### config.mk
export PLATFORM = sky130hd
export DESIGN_NAME = branch_predict_bht
export DESIGN_NICKNAME = d
export VERILOG_FILES = /design/src/rtl/branch_predict_bht.sv
export SDC_FILE = /design/constraint.sdc
export NUM_CORES = 1
export LEC_CHECK = 0
export ABC_CLOCK_PERIOD_IN_PS = 13660
export BUFFER_PORTS_ARGS = -buffer_cell sky130_fd_sc_hd__buf_4
export CAP_MARGIN = 15
export CORE_UTILIZATION = 55
export CTS_CLUSTER_DIAMETER = 100
export CTS_CLUSTER_SIZE = 28
export DETAILED_ROUTE_END_ITERATION = 8
export GPL_TIMING_DRIVEN = 0
export PLACE_DENSITY = 0.77
export SYNTH_ARGS = -nofsm -noshare
export SYNTH_HDL_FRONTEND = slang
export SYNTH_SLANG_ARGS = --single-unit
### constraint.sdc
create_clock -name clk -period 13.66 [get_ports clk]
set_input_delay 2.732 -clock clk [delete_from_list [all_inputs] [get_ports clk]]
set_output_delay 2.732 -clock clk [all_outputs]
set_load 0.01 [all_outputs]
### src/rtl/branch_predict_bht.sv
// Branch history table predictor: a table of saturating counters indexed
// either by the fetch PC (bimodal) or by the PC XOR a global history
// register (gshare).  Lookup is purely combinational; the resolved-branch
// update port trains one counter per cycle and counts mispredictions.
module branch_predict_bht #(
  parameter int INDEX_W = 6,
  parameter int CNT_W   = 2,
  parameter int GHR_W   = 0,
  parameter int PERF_W  = 32
) (
  input  logic               clk,
  input  logic               rst,
  input  logic [31:0]        pc,
  input  logic [31:0]        inst,
  output logic               branch_predict,
  output logic [31:0]        branch_predict_addr,
  output logic [INDEX_W-1:0] pred_index,
  input  logic               upd_valid,
  input  logic [INDEX_W-1:0] upd_index,
  input  logic               upd_taken,
  input  logic               upd_mispredict,
  output logic [PERF_W-1:0]  mispredict_cnt
);

  localparam int ENTRIES = 1 << INDEX_W;
  // Weakly-not-taken: one below the taken threshold (0 for 1-bit counters).
  localparam logic [CNT_W-1:0] CNT_INIT = CNT_W'((1 << (CNT_W - 1)) - 1);

  logic [CNT_W-1:0]    r_cnt [ENTRIES];
  logic [PERF_W-1:0]   r_mis;
  logic [INDEX_W-1:0]  w_hist;
  logic [INDEX_W-1:0]  w_index;
  logic [5:0]          w_opcode;
  logic [4:0]          w_rt;
  logic                w_is_branch;
  logic signed [31:0]  w_offset;
  logic                w_unused;

  // Saturating up/down step of one pattern counter.
  function automatic logic [CNT_W-1:0] cnt_step(input logic [CNT_W-1:0] cur,
                                                input logic up);
    if (up) return (cur == '1) ? cur : cur + CNT_W'(1);
    return (cur == '0) ? cur : cur - CNT_W'(1);
  endfunction

  // Saturating increment of the misprediction counter.
  function automatic logic [PERF_W-1:0] perf_inc(input logic [PERF_W-1:0] cur);
    return (cur == '1) ? cur : cur + PERF_W'(1);
  endfunction

  assign w_opcode = inst[31:26];
  assign w_rt     = inst[20:16];
  // rs field does not influence prediction or target.
  assign w_unused = ^inst[25:21];

  // Decode conditional branches (I-type and REGIMM forms).
  always_comb begin
    w_is_branch = 1'b0;
    case (w_opcode)
      6'b000100, 6'b000101, 6'b000110, 6'b000111: w_is_branch = 1'b1;
      6'b000001: w_is_branch = (w_rt == 5'b00000) || (w_rt == 5'b00001) ||
                               (w_rt == 5'b10000) || (w_rt == 5'b10001);
      default: w_is_branch = 1'b0;
    endcase
  end

  // Global history: absent in bimodal mode, shift register in gshare mode.
  generate
    if (GHR_W == 0) begin : g_bimodal
      assign w_hist = '0;
    end else begin : g_gshare
      logic [GHR_W-1:0] r_ghr;

      // Shift the newest resolved outcome into the LSB; truncation keeps
      // exactly GHR_W bits (degenerates to r_ghr <= upd_taken for 1 bit).
      always_ff @(posedge clk or negedge rst) begin
        if (!rst)           r_ghr <= '0;
        else if (upd_valid) r_ghr <= GHR_W'({r_ghr, upd_taken});
      end

      // Zero-extend the history to the index width.
      always_comb begin
        w_hist              = '0;
        w_hist[GHR_W-1:0]   = r_ghr;
      end
    end
  endgenerate

  assign w_index    = pc[INDEX_W+1:2] ^ w_hist;
  assign pred_index = w_index;

  // Lookup reads the registered table, so a same-cycle update is not bypassed.
  assign branch_predict = w_is_branch & r_cnt[w_index][CNT_W-1];

  assign w_offset            = {{14{inst[15]}}, inst[15:0], 2'b00};
  assign branch_predict_addr = pc + 32'd4 + $unsigned(w_offset);

  // Train the addressed counter on each resolved branch.
  always_ff @(posedge clk or negedge rst) begin
    if (!rst) begin
      for (int i = 0; i < ENTRIES; i++) r_cnt[i] <= CNT_INIT;
    end else if (upd_valid) begin
      r_cnt[upd_index] <= cnt_step(r_cnt[upd_index], upd_taken);
    end
  end

  // Count mispredicted resolved branches, saturating at all-ones.
  always_ff @(posedge clk or negedge rst) begin
    if (!rst)                             r_mis <= '0;
    else if (upd_valid && upd_mispredict) r_mis <= perf_inc(r_mis);
  end

  assign mispredict_cnt = r_mis;

endmodule

==> results.toml, run 1 <==
[clocking]
cts_num_sinks = 160
postCtsSetupRepairBufs = 0
tritoncts = "yes"
hold_buffers = 0
cts_buffers = 17
cts_htree_levels = 4
clkTransAtPathRegs_ns = 0.06
insertion_delay_ns = 0.43
cts_buffer_depth = 2
cts_resized = 0
cts_root_buffer = "clkbuf_16"

[detailed_routing]
wl_per_cell_um = 20.53
drc = 0
dr.pass1.iters = 5
wl_um = 28210
ant_nets = 0
via_per_inst = 6.206
drt_iter0_drc = 720
vias = 8527

[timing]
worst_slew_pin_slew_ns = 1.238
finalSetupViolCount = 0
period_share_pct = 72.21
fin_crit_ns = 9.864
fin_setup_tns_ns = 0
hold_viol = 0
grt_setup_unrepaired = "false"
skew_ns = 0.008492
slew_headroom_pct = 16.86
clock.fmax_mhz = 101.4
drv_slew = 0

[final_layout]
design_area_mm2 = 0.01202
antenna_cells = 0
layout.filler_cells = 1446
final_nets = 1266
syn2layout_area_growth_pct = 18.52
layout-drive-gt1-share_pct = 32.66

[global_routing]
grt_pass1_wl_um = 43320
grt_max_degree = 90
gr-max-usage-layer = "met2"
grt_use_met3_pct = 7.211
antenna_found_initial = 0
grt.overflow.total = 0
use_met2_pct = 49.80
track_usage_pct = 30.67
grt_pass1_vias = 8173
grtUsageMet1_pct = 39.91

[yosys]
synth.distinct_cells = 69
synth_edf_count = 0
yosysWarnings = 0
synthMuxAreaShare_pct = 16.90
synth_fp_nets = 1115
synth_fa_ha_area_share_pct = 7.351
synth.top_cells.by_area = "dfrtp_1 (24%), dfstp_2 (17%), mux2_2 (8.4%)"
synth_top_family_by_area = "multiplexers"
yosysMostFrequentCell = "nor2_1"
synth-xor-area-share_pct = 5.007
synthArstFlopShare_pct = 100.0
yosysTopAreaCell = "dfrtp_1"
synthTopCellsByCount = "nor2_1 (109), nand2_1 (101), dfrtp_1 (96)"
ys_ff_latch = 160
ys.flop_type = "dfrtp_1"
seq_area_frac_synth_pct = 40.26
synthCells = 981
synth_area_per_cell_um2 = 10.34
syn_area_mm2 = 0.01014
synth_top_cell_area_share_pct = 23.68
synth_compound_area_share_pct = 12.38
synth_simple_gate_area_share_pct = 14.49

[critical_path]
cp_max_fo = 10
cp.arrival_ns = 7.13
required_ns = 10.93
cp-end-kind = "output pin"
cp-start-kind = "input pin"
critical_path_class = "input pin to output pin"

[hold_path]
hold_class = "flip-flop to flip-flop"

[pwr]
power.internal_uw = 1047
p_switching_uw = 460.3
peakVddDrop_uv = 77.02
switching_share_pct = 30.53
p_per_area_mw_per_mm2 = 125.4
pwr-share-seq_pct = 41.3
clkPwrFrac_pct = 31.2
combinationalPowerShare_pct = 27.5
leakage_uw = 0.005416

[floorplanning]
die_w_um = 137.8
placementRows = 49
die-area_mm2 = 0.01899
initial_core_util_pct = 56.28
ioPinCount = 146
die_h_um = 137.8
core_mm2 = 0.01802

[flow_run]
maxCapViolCount = 0

[placed_design]
dp.final_hpwl_um = 20510
place_congestion = 0.9967
port_buffers = 131
placed_area_mm2 = 0.01145

[status]
status = "finished clean"
[logic make-up (layout without fill, tap and decap cells)]
kind of cell    after synthesis  count (layout)
mux                         124             124
xor+xnor                     58              58
compound gates              195             195
fa+ha+maj                    59              59
simple gates                320             320
flops                       160             160
buf+inv                      65             229
[power groups by stage]
stage / combinational [µW] / clock, µW / sequential (µW)
finish: 414 / 471 / 623
global route: 451 / 494 / 631
CTS: 413 / 478 / 620
detailed placement: 411 / 0 / 627
global placement: 399 / 0 / 624
floorplan: 263 / 0 / 612
[area by class of cell]
type / count / area [µm²] / area share (%)
Tap cell: 229 / 286.5 / 2.383
Inverter: 13 / 48.80 / 0.4058
Clock inverter: 9 / 110.1 / 0.9157
Buffer: 52 / 317.8 / 2.643
Clock buffer: 23 / 467.9 / 3.892
Multi-Input combinational cell: 756 / 5694 / 47.36
Timing Repair Buffer: 132 / 1015 / 8.439
Sequential cell: 160 / 4084 / 33.96
[stage by stage]
step	hold WS [ns]	total power (µW)	utilization (%)	worst slack [ns]	instances
finish	0.4916	1508	66.71	3.796	1374
global route	0.5149	1575	66.71	3.496	1374
CTS	0.4953	1511	66.71	3.736	1374
detailed placement	0.4829	1038	63.50	3.748	1342
global placement	0.4748	1024	63.33	3.781	1341
floorplan	0.4644	874.9	-	4.759	981
[layer usage]
layer / vias up / part of all wire [%] / wire length, µm
met2: 494 / 46 / 13060
met1: 4067 / 40 / 11230
met4: 0 / 3.5 / 981
li1: 3872 / - / -
met3: 94 / 10 / 2934
met5: - / 0 / 0
[flip-flops by register name (all words and copies together), names as in the netlist]
signal and count:
r_cnt 128, mispredict_cnt 32
[layout by cell type, fill, tap and decap left out, types with 5 or more instances in the layout]
| master | instances |
|---|---|
| buf_4 | 139 |
| nor2_1 | 109 |
| nand2_1 | 101 |
| dfrtp_1 | 96 |
| mux2_2 | 76 |
| dfstp_2 | 64 |
| a21oi_1 | 61 |
| ha_1 | 58 |
| xnor2_1 | 39 |
| mux4_2 | 30 |
| o21ai_1 | 27 |
| o21ai_0 | 22 |
| nand3_1 | 22 |
| xor2_1 | 19 |
| clkbuf_1 | 17 |
| clkbuf_16 | 17 |
| and3_1 | 16 |
| buf_2 | 16 |
| mux2i_1 | 16 |
| a21o_1 | 14 |
| nand4_1 | 13 |
| nand2b_1 | 12 |
| nor3_1 | 12 |
| inv_1 | 11 |
| buf_6 | 10 |
| a221oi_1 | 8 |
| a31oi_1 | 7 |
| and2_1 | 6 |
| nor2b_1 | 6 |
| o21a_1 | 6 |
| a211oi_1 | 5 |
| a32oi_1 | 5 |
| nor3b_1 | 5 |
[path summary, 6_finish.rpt]
path | from | endpoint | slack [ns] | cells after the start
max | pc[2] | branch_predict_addr[29] | 3.80 | 16
min | mispredict_cnt[28] | mispredict_cnt[28] | 0.49 | 1
max reg2reg | mispredict_cnt[0] | mispredict_cnt[30] | 10.62 | 9
min reg2reg | mispredict_cnt[28] | mispredict_cnt[28] | 0.49 | 1
max in group asynchronous | rst | r_cnt[92] | 10.46 | 2
min in group asynchronous | rst | mispredict_cnt[28] | 2.29 | 1
[worst max-delay path, cell delays in order]
cell and delay (ns):
clkbuf_1 0.37, buf_1 0.54, inv_1 0.17, ha_1 0.16, inv_1 0.04, ha_1 0.21
fa_1 0.43, a211oi_1 0.33, o21ai_0 0.19, a2111oi_0 0.52, nor2_1 0.15, o41a_1 0.36
a41o_1 0.29, o41ai_1 0.32, xnor2_1 0.17, buf_4 0.14
Note: power is estimated with default switching activity, not from simulation.
==> inputs of run 2 (changes only) <==
==> config.mk (replaced) <==
export PLATFORM = sky130hd
export DESIGN_NAME = branch_predict_bht
export DESIGN_NICKNAME = d
export VERILOG_FILES = /design/src/rtl/branch_predict_bht.sv
export SDC_FILE = /design/constraint.sdc
export NUM_CORES = 1
export LEC_CHECK = 0
export ABC_CLOCK_PERIOD_IN_PS = 8400
export BUFFER_PORTS_ARGS = -buffer_cell sky130_fd_sc_hd__buf_4
export CAP_MARGIN = 15
export CORE_UTILIZATION = 53
export CTS_CLUSTER_DIAMETER = 100
export CTS_CLUSTER_SIZE = 28
export DETAILED_ROUTE_END_ITERATION = 8
export GPL_TIMING_DRIVEN = 0
export PLACE_DENSITY = 0.78
export SYNTH_ARGS = -nofsm -noshare
export SYNTH_HDL_FRONTEND = slang
export SYNTH_SLANG_ARGS = --single-unit
==> constraint.sdc (replaced) <==
create_clock -name clk -period 8.4 [get_ports clk]
set_input_delay 1.68 -clock clk [delete_from_list [all_inputs] [get_ports clk]]
set_output_delay 1.68 -clock clk [all_outputs]
set_load 0.01 [all_outputs]
==> results.toml, run 2 (synthesis results as in run 1) <==
[status]
status = "finished clean"

[global_routing]
grt_pass1_vias = 8435
grt_pass1_wl_um = 44750
track_usage_pct = 29.64
grt.overflow.total = 0
grt_max_degree = 87
antenna_found_initial = 0

[critical_path]
crit_chain = "clkbuf_1 > buf_1 > inv_1 > ha_1 > inv_1 > ha_1 > fa_1 > a211oi_1 > o21ai_0 > a2111oi_0 > nor2_1 > o41a_1 > a41o_1 > o41ai_1 > xnor2_1 > buf_4"
cp-start-kind = "input pin"
required_ns = 6.72
critical_path_class = "input pin to output pin"
cp-end-kind = "output pin"
cp.arrival_ns = 6.03
crit_slowest_cell = "buf_1"
cp_max_fo = 10
slowest_delay_ns = 0.57

[timing]
fin_setup_tns_ns = 0
finalSetupViolCount = 0
skew_ns = 0.008782
worst_slew_pin_slew_ns = 1.246
fin_crit_ns = 7.706
hold_viol = 0
grt_setup_unrepaired = "false"
period_share_pct = 91.73
slew_headroom_pct = 16.26
drv_slew = 0
clock.fmax_mhz = 129.8

[detailed_routing]
wl_per_cell_um = 20.52
drc = 0
via_per_inst = 6.225
ant_nets = 0
dr.pass1.iters = 7
drt_iter0_drc = 816
wl_um = 28320
vias = 8590

[pwr]
p_per_area_mw_per_mm2 = 207.0
leakage_uw = 0.005441
peakVddDrop_uv = 140.7

[final_layout]
syn2layout_area_growth_pct = 19.03
largest_register = "r_cnt"
antenna_cells = 0
fin_util_pct = 64.56
largest_reg_flops = 128
layout_common_cells = "buf_4 (139), nor2_1 (109), nand2_1 (101)"
final_nets = 1267
layout_commonest_cell = "buf_4"
layout-drive-gt1-share_pct = 32.81

[floorplanning]
core_mm2 = 0.01871
die-area_mm2 = 0.01970
placementRows = 50
ioPinCount = 146
die_h_um = 140.4
die_w_um = 140.4
initial_core_util_pct = 54.23

[clocking]
cts_htree_levels = 4
tritoncts = "yes"
postCtsSetupRepairBufs = 0
cts_num_sinks = 160
cts_buffers = 17
hold_buffers = 0
cts_buffer_depth = 2
clkTransAtPathRegs_ns = 0.06
cts_root_buffer = "clkbuf_16"
cts_resized = 0
insertion_delay_ns = 0.43

[placed_design]
place_congestion = 0.9835
dp.final_hpwl_um = 20820
port_buffers = 131

[flow_run]
maxCapViolCount = 0

[hold_path]
hold_class = "flip-flop to flip-flop"
run 2: changes by cell type in the layout (fill, tap and decap cells not counted):
cell and delta:
bufinv_16 +1, inv_6 +1, buf_2 +1, clkbuf_8 +2, clkinv_4 -2, clkbuf_1 -1
clkinv_2 -1
run 2: path summary, 6_finish.rpt:
check	startpoint	to	slack (ns)	depth (start not counted)
max in group asynchronous	rst	r_cnt[54]	6.25	2
min reg2reg	mispredict_cnt[25]	mispredict_cnt[25]	0.49	1
max	pc[2]	branch_predict_addr[29]	0.69	16
min in group asynchronous	rst	mispredict_cnt[26]	1.26	1
min	mispredict_cnt[25]	mispredict_cnt[25]	0.49	1
max reg2reg	mispredict_cnt[0]	mispredict_cnt[28]	5.35	9
run 2: layer usage:
metal | global-route usage, % | up-vias | wire length, µm
li1 | - | 3889 | -
met1 | 38.05 | 4118 | 11380
met2 | 47.34 | 473 | 12940
met3 | 7.145 | 110 | 2705
met4 | 14.00 | 0 | 1301
met5 | 0 | - | 0
run 2: area by class of cell:
type                    instances  area (µm²)
well taps                     234       292.8
inverters                      13       48.80
plain buffers                  52       317.8
clock buffers                  24       491.7
fillers                      1456        6630
clock inverters                 8       126.4
multi-input cells             756        5694
repair buffers                133        1020
flip-flops and latches        160        4084
run 2: critical path, delay by kind of cell:
family | cells | cell delay, ns
fa+ha+maj | 3 | 0.80
simple gates | 1 | 0.15
compound gates | 6 | 1.94
buf+inv | 5 | 1.29
xor+xnor | 1 | 0.17
run 2: through the flow:
| stage | std cells | setup slack [ns] | hold WS, ns | area, µm² | power, µW |
|---|---|---|---|---|---|
| floorplan | 981 | 1.603 | 0.4644 | 10140 | 1423 |
| global placement | 1346 | 0.6928 | 0.4773 | 11420 | 1664 |
| detailed placement | 1348 | 0.6867 | 0.4830 | 11460 | 1689 |
| CTS | 1380 | 0.6659 | 0.4918 | 12080 | 2504 |
| global route | 1380 | 0.2661 | 0.5127 | 12080 | 2615 |
| finish | 1380 | 0.6945 | 0.4920 | 12080 | 2499 |
run 2: power breakdown:
group	internal (µW)	switching, µW	total, µW
Sequential	921	93.1	1010
Combinational	330	345	675
Clock	500	310	810
==> inputs of run 3 (changes only) <==
--- a/config.mk
+++ b/config.mk
@@ -8,12 +8,12 @@
 export ABC_CLOCK_PERIOD_IN_PS = 8400
 export BUFFER_PORTS_ARGS = -buffer_cell sky130_fd_sc_hd__buf_4
 export CAP_MARGIN = 15
-export CORE_UTILIZATION = 53
+export CORE_UTILIZATION = 44
 export CTS_CLUSTER_DIAMETER = 100
 export CTS_CLUSTER_SIZE = 28
 export DETAILED_ROUTE_END_ITERATION = 8
 export GPL_TIMING_DRIVEN = 0
-export PLACE_DENSITY = 0.78
+export PLACE_DENSITY = 0.66
 export SYNTH_ARGS = -nofsm -noshare
 export SYNTH_HDL_FRONTEND = slang
 export SYNTH_SLANG_ARGS = --single-unit
==> results.toml, run 3 (synthesis results as in run 1) <==
[global_routing]
track_usage_pct = 24.90
grt_pass1_wl_um = 45080
grt_max_degree = 110
antenna_found_initial = 0
grt.overflow.total = 0
grt_pass1_vias = 8086

[pwr]
finalPower_uw = 2521
p_per_area_mw_per_mm2 = 207.5
peakVddDrop_uv = 150.8
leakage_uw = 0.005453

[floorplanning]
placementRows = 55
initial_core_util_pct = 44.81
die_w_um = 153.8
die_h_um = 153.8
die-area_mm2 = 0.02367
ioPinCount = 146
core_mm2 = 0.02264

[critical_path]
cp-end-kind = "output pin"
required_ns = 6.72
cp.arrival_ns = 6.02
cp-start-kind = "input pin"
critical_path_class = "input pin to output pin"
cp_max_fo = 10

[clocking]
cts_num_sinks = 160
cts_resized = 0
cts_root_buffer = "clkbuf_16"
hold_buffers = 0
insertion_delay_ns = 0.44
cts_buffers = 17
cts_htree_levels = 4
postCtsSetupRepairBufs = 0
clkTransAtPathRegs_ns = 0.07
cts_buffer_depth = 2
tritoncts = "yes"

[final_layout]
layout_commonest_cell = "buf_4"
syn2layout_area_growth_pct = 19.80
largest_reg_flops = 128
seq_area_mm2 = 0.004084
final_nets = 1268
multiInputGateArea_mm2 = 0.005694
layout.filler_cells = 2014
largest_register = "r_cnt"
antenna_cells = 0
layout_common_cells = "buf_4 (139), nor2_1 (109), nand2_1 (101)"
layout-drive-gt1-share_pct = 33.13

[timing]
clock.fmax_mhz = 129.9
period_share_pct = 91.63
hold_viol = 0
slew_headroom_pct = 21.31
drv_slew = 0
worst_slew_pin_slew_ns = 1.171
grt_setup_unrepaired = "false"
finalSetupViolCount = 0
fin_setup_tns_ns = 0
fin_crit_ns = 7.697
whs_ns = 0.4881
skew_ns = 0.01236

[detailed_routing]
wl_um = 29120
met1_length_um = 12240
vias = 8496
top_layer = "met4"
dr_wl_met3_um = 2563
drt_iter0_drc = 857
via_per_inst = 5.933
ant_nets = 0
drc = 0
wl_per_cell_um = 20.34
dr.pass1.iters = 7
wl_met2_um = 13400

[flow_run]
maxCapViolCount = 0

[placed_design]
port_buffers = 131
dp.final_hpwl_um = 21170
place_congestion = 0.9590

[status]
status = "finished clean"

[hold_path]
hold_class = "flip-flop to flip-flop"
==> run 3: cell count changes in the layout (fill, tap and decap cells not counted) <==
cell	before	now
clkbuf_2	1	2
inv_6	1	5
buf_6	10	9
inv_8	0	2
clkinv_2	1	0
clkinvlp_4	3	2
buf_8	0	1
clkinv_4	0	3
clkbuf_8	4	0
clkbuf_1	16	13
==> run 3: worst max-delay path, cell delays in order <==
cell and delay (ns):
clkbuf_1 0.35, buf_1 0.57, inv_1 0.17, ha_1 0.16, inv_1 0.04, ha_1 0.21
fa_1 0.43, a211oi_1 0.31, o21ai_0 0.18, a2111oi_0 0.45, nor2_1 0.14, o41a_1 0.37
a41o_1 0.30, o41ai_1 0.33, xnor2_1 0.18, buf_4 0.15
==> run 3: report_power, final <==
group          internal, µW  leakage [µW]  switching (µW)
combinational           330       0.00320             346
clock                   478      0.000299             354
sequential              920       0.00195            93.2
total                  1730       0.00545             793
==> run 3: worst paths after layout <==
check                      depth (start not counted)  slack (ns)                from                       to
min in group asynchronous                          1        1.14                 rst       mispredict_cnt[24]
max in group asynchronous                          2        6.36                 rst                r_cnt[52]
setup reg to reg                                   9        5.45   mispredict_cnt[0]       mispredict_cnt[28]
hold / removal                                     1        0.49  mispredict_cnt[30]       mispredict_cnt[30]
hold reg to reg                                    1        0.49  mispredict_cnt[30]       mispredict_cnt[30]
setup / recovery                                  16        0.70               pc[2]  branch_predict_addr[29]
==> run 3: routing by layer <==
metal | track usage (%) | up-vias
li1 | - | 3879
met1 | 33.00 | 4115
met2 | 39.68 | 435
met3 | 5.271 | 67
met4 | 10.19 | 0
met5 | 0 | -
==> run 3: stage by stage <==
step	setup slack (ns)	area, µm²	std cells	util, %
finish	0.7031	12150	1432	53.68
global route	0.3518	12150	1432	53.68
CTS	0.6303	12150	1431	53.66
detailed placement	0.6669	11520	1399	50.90
global placement	0.5890	11480	1397	50.73
floorplan	1.603	10140	981	-
==> run 3: layout make-up <==
type	instances	area share [%]
multi-input cells	756	46.85
clock inverters	15	1.627
clock buffers	17	3.500
well taps	285	2.934
inverters	13	0.4015
plain buffers	52	2.615
repair buffers	134	8.463
flip-flops and latches	160	33.60
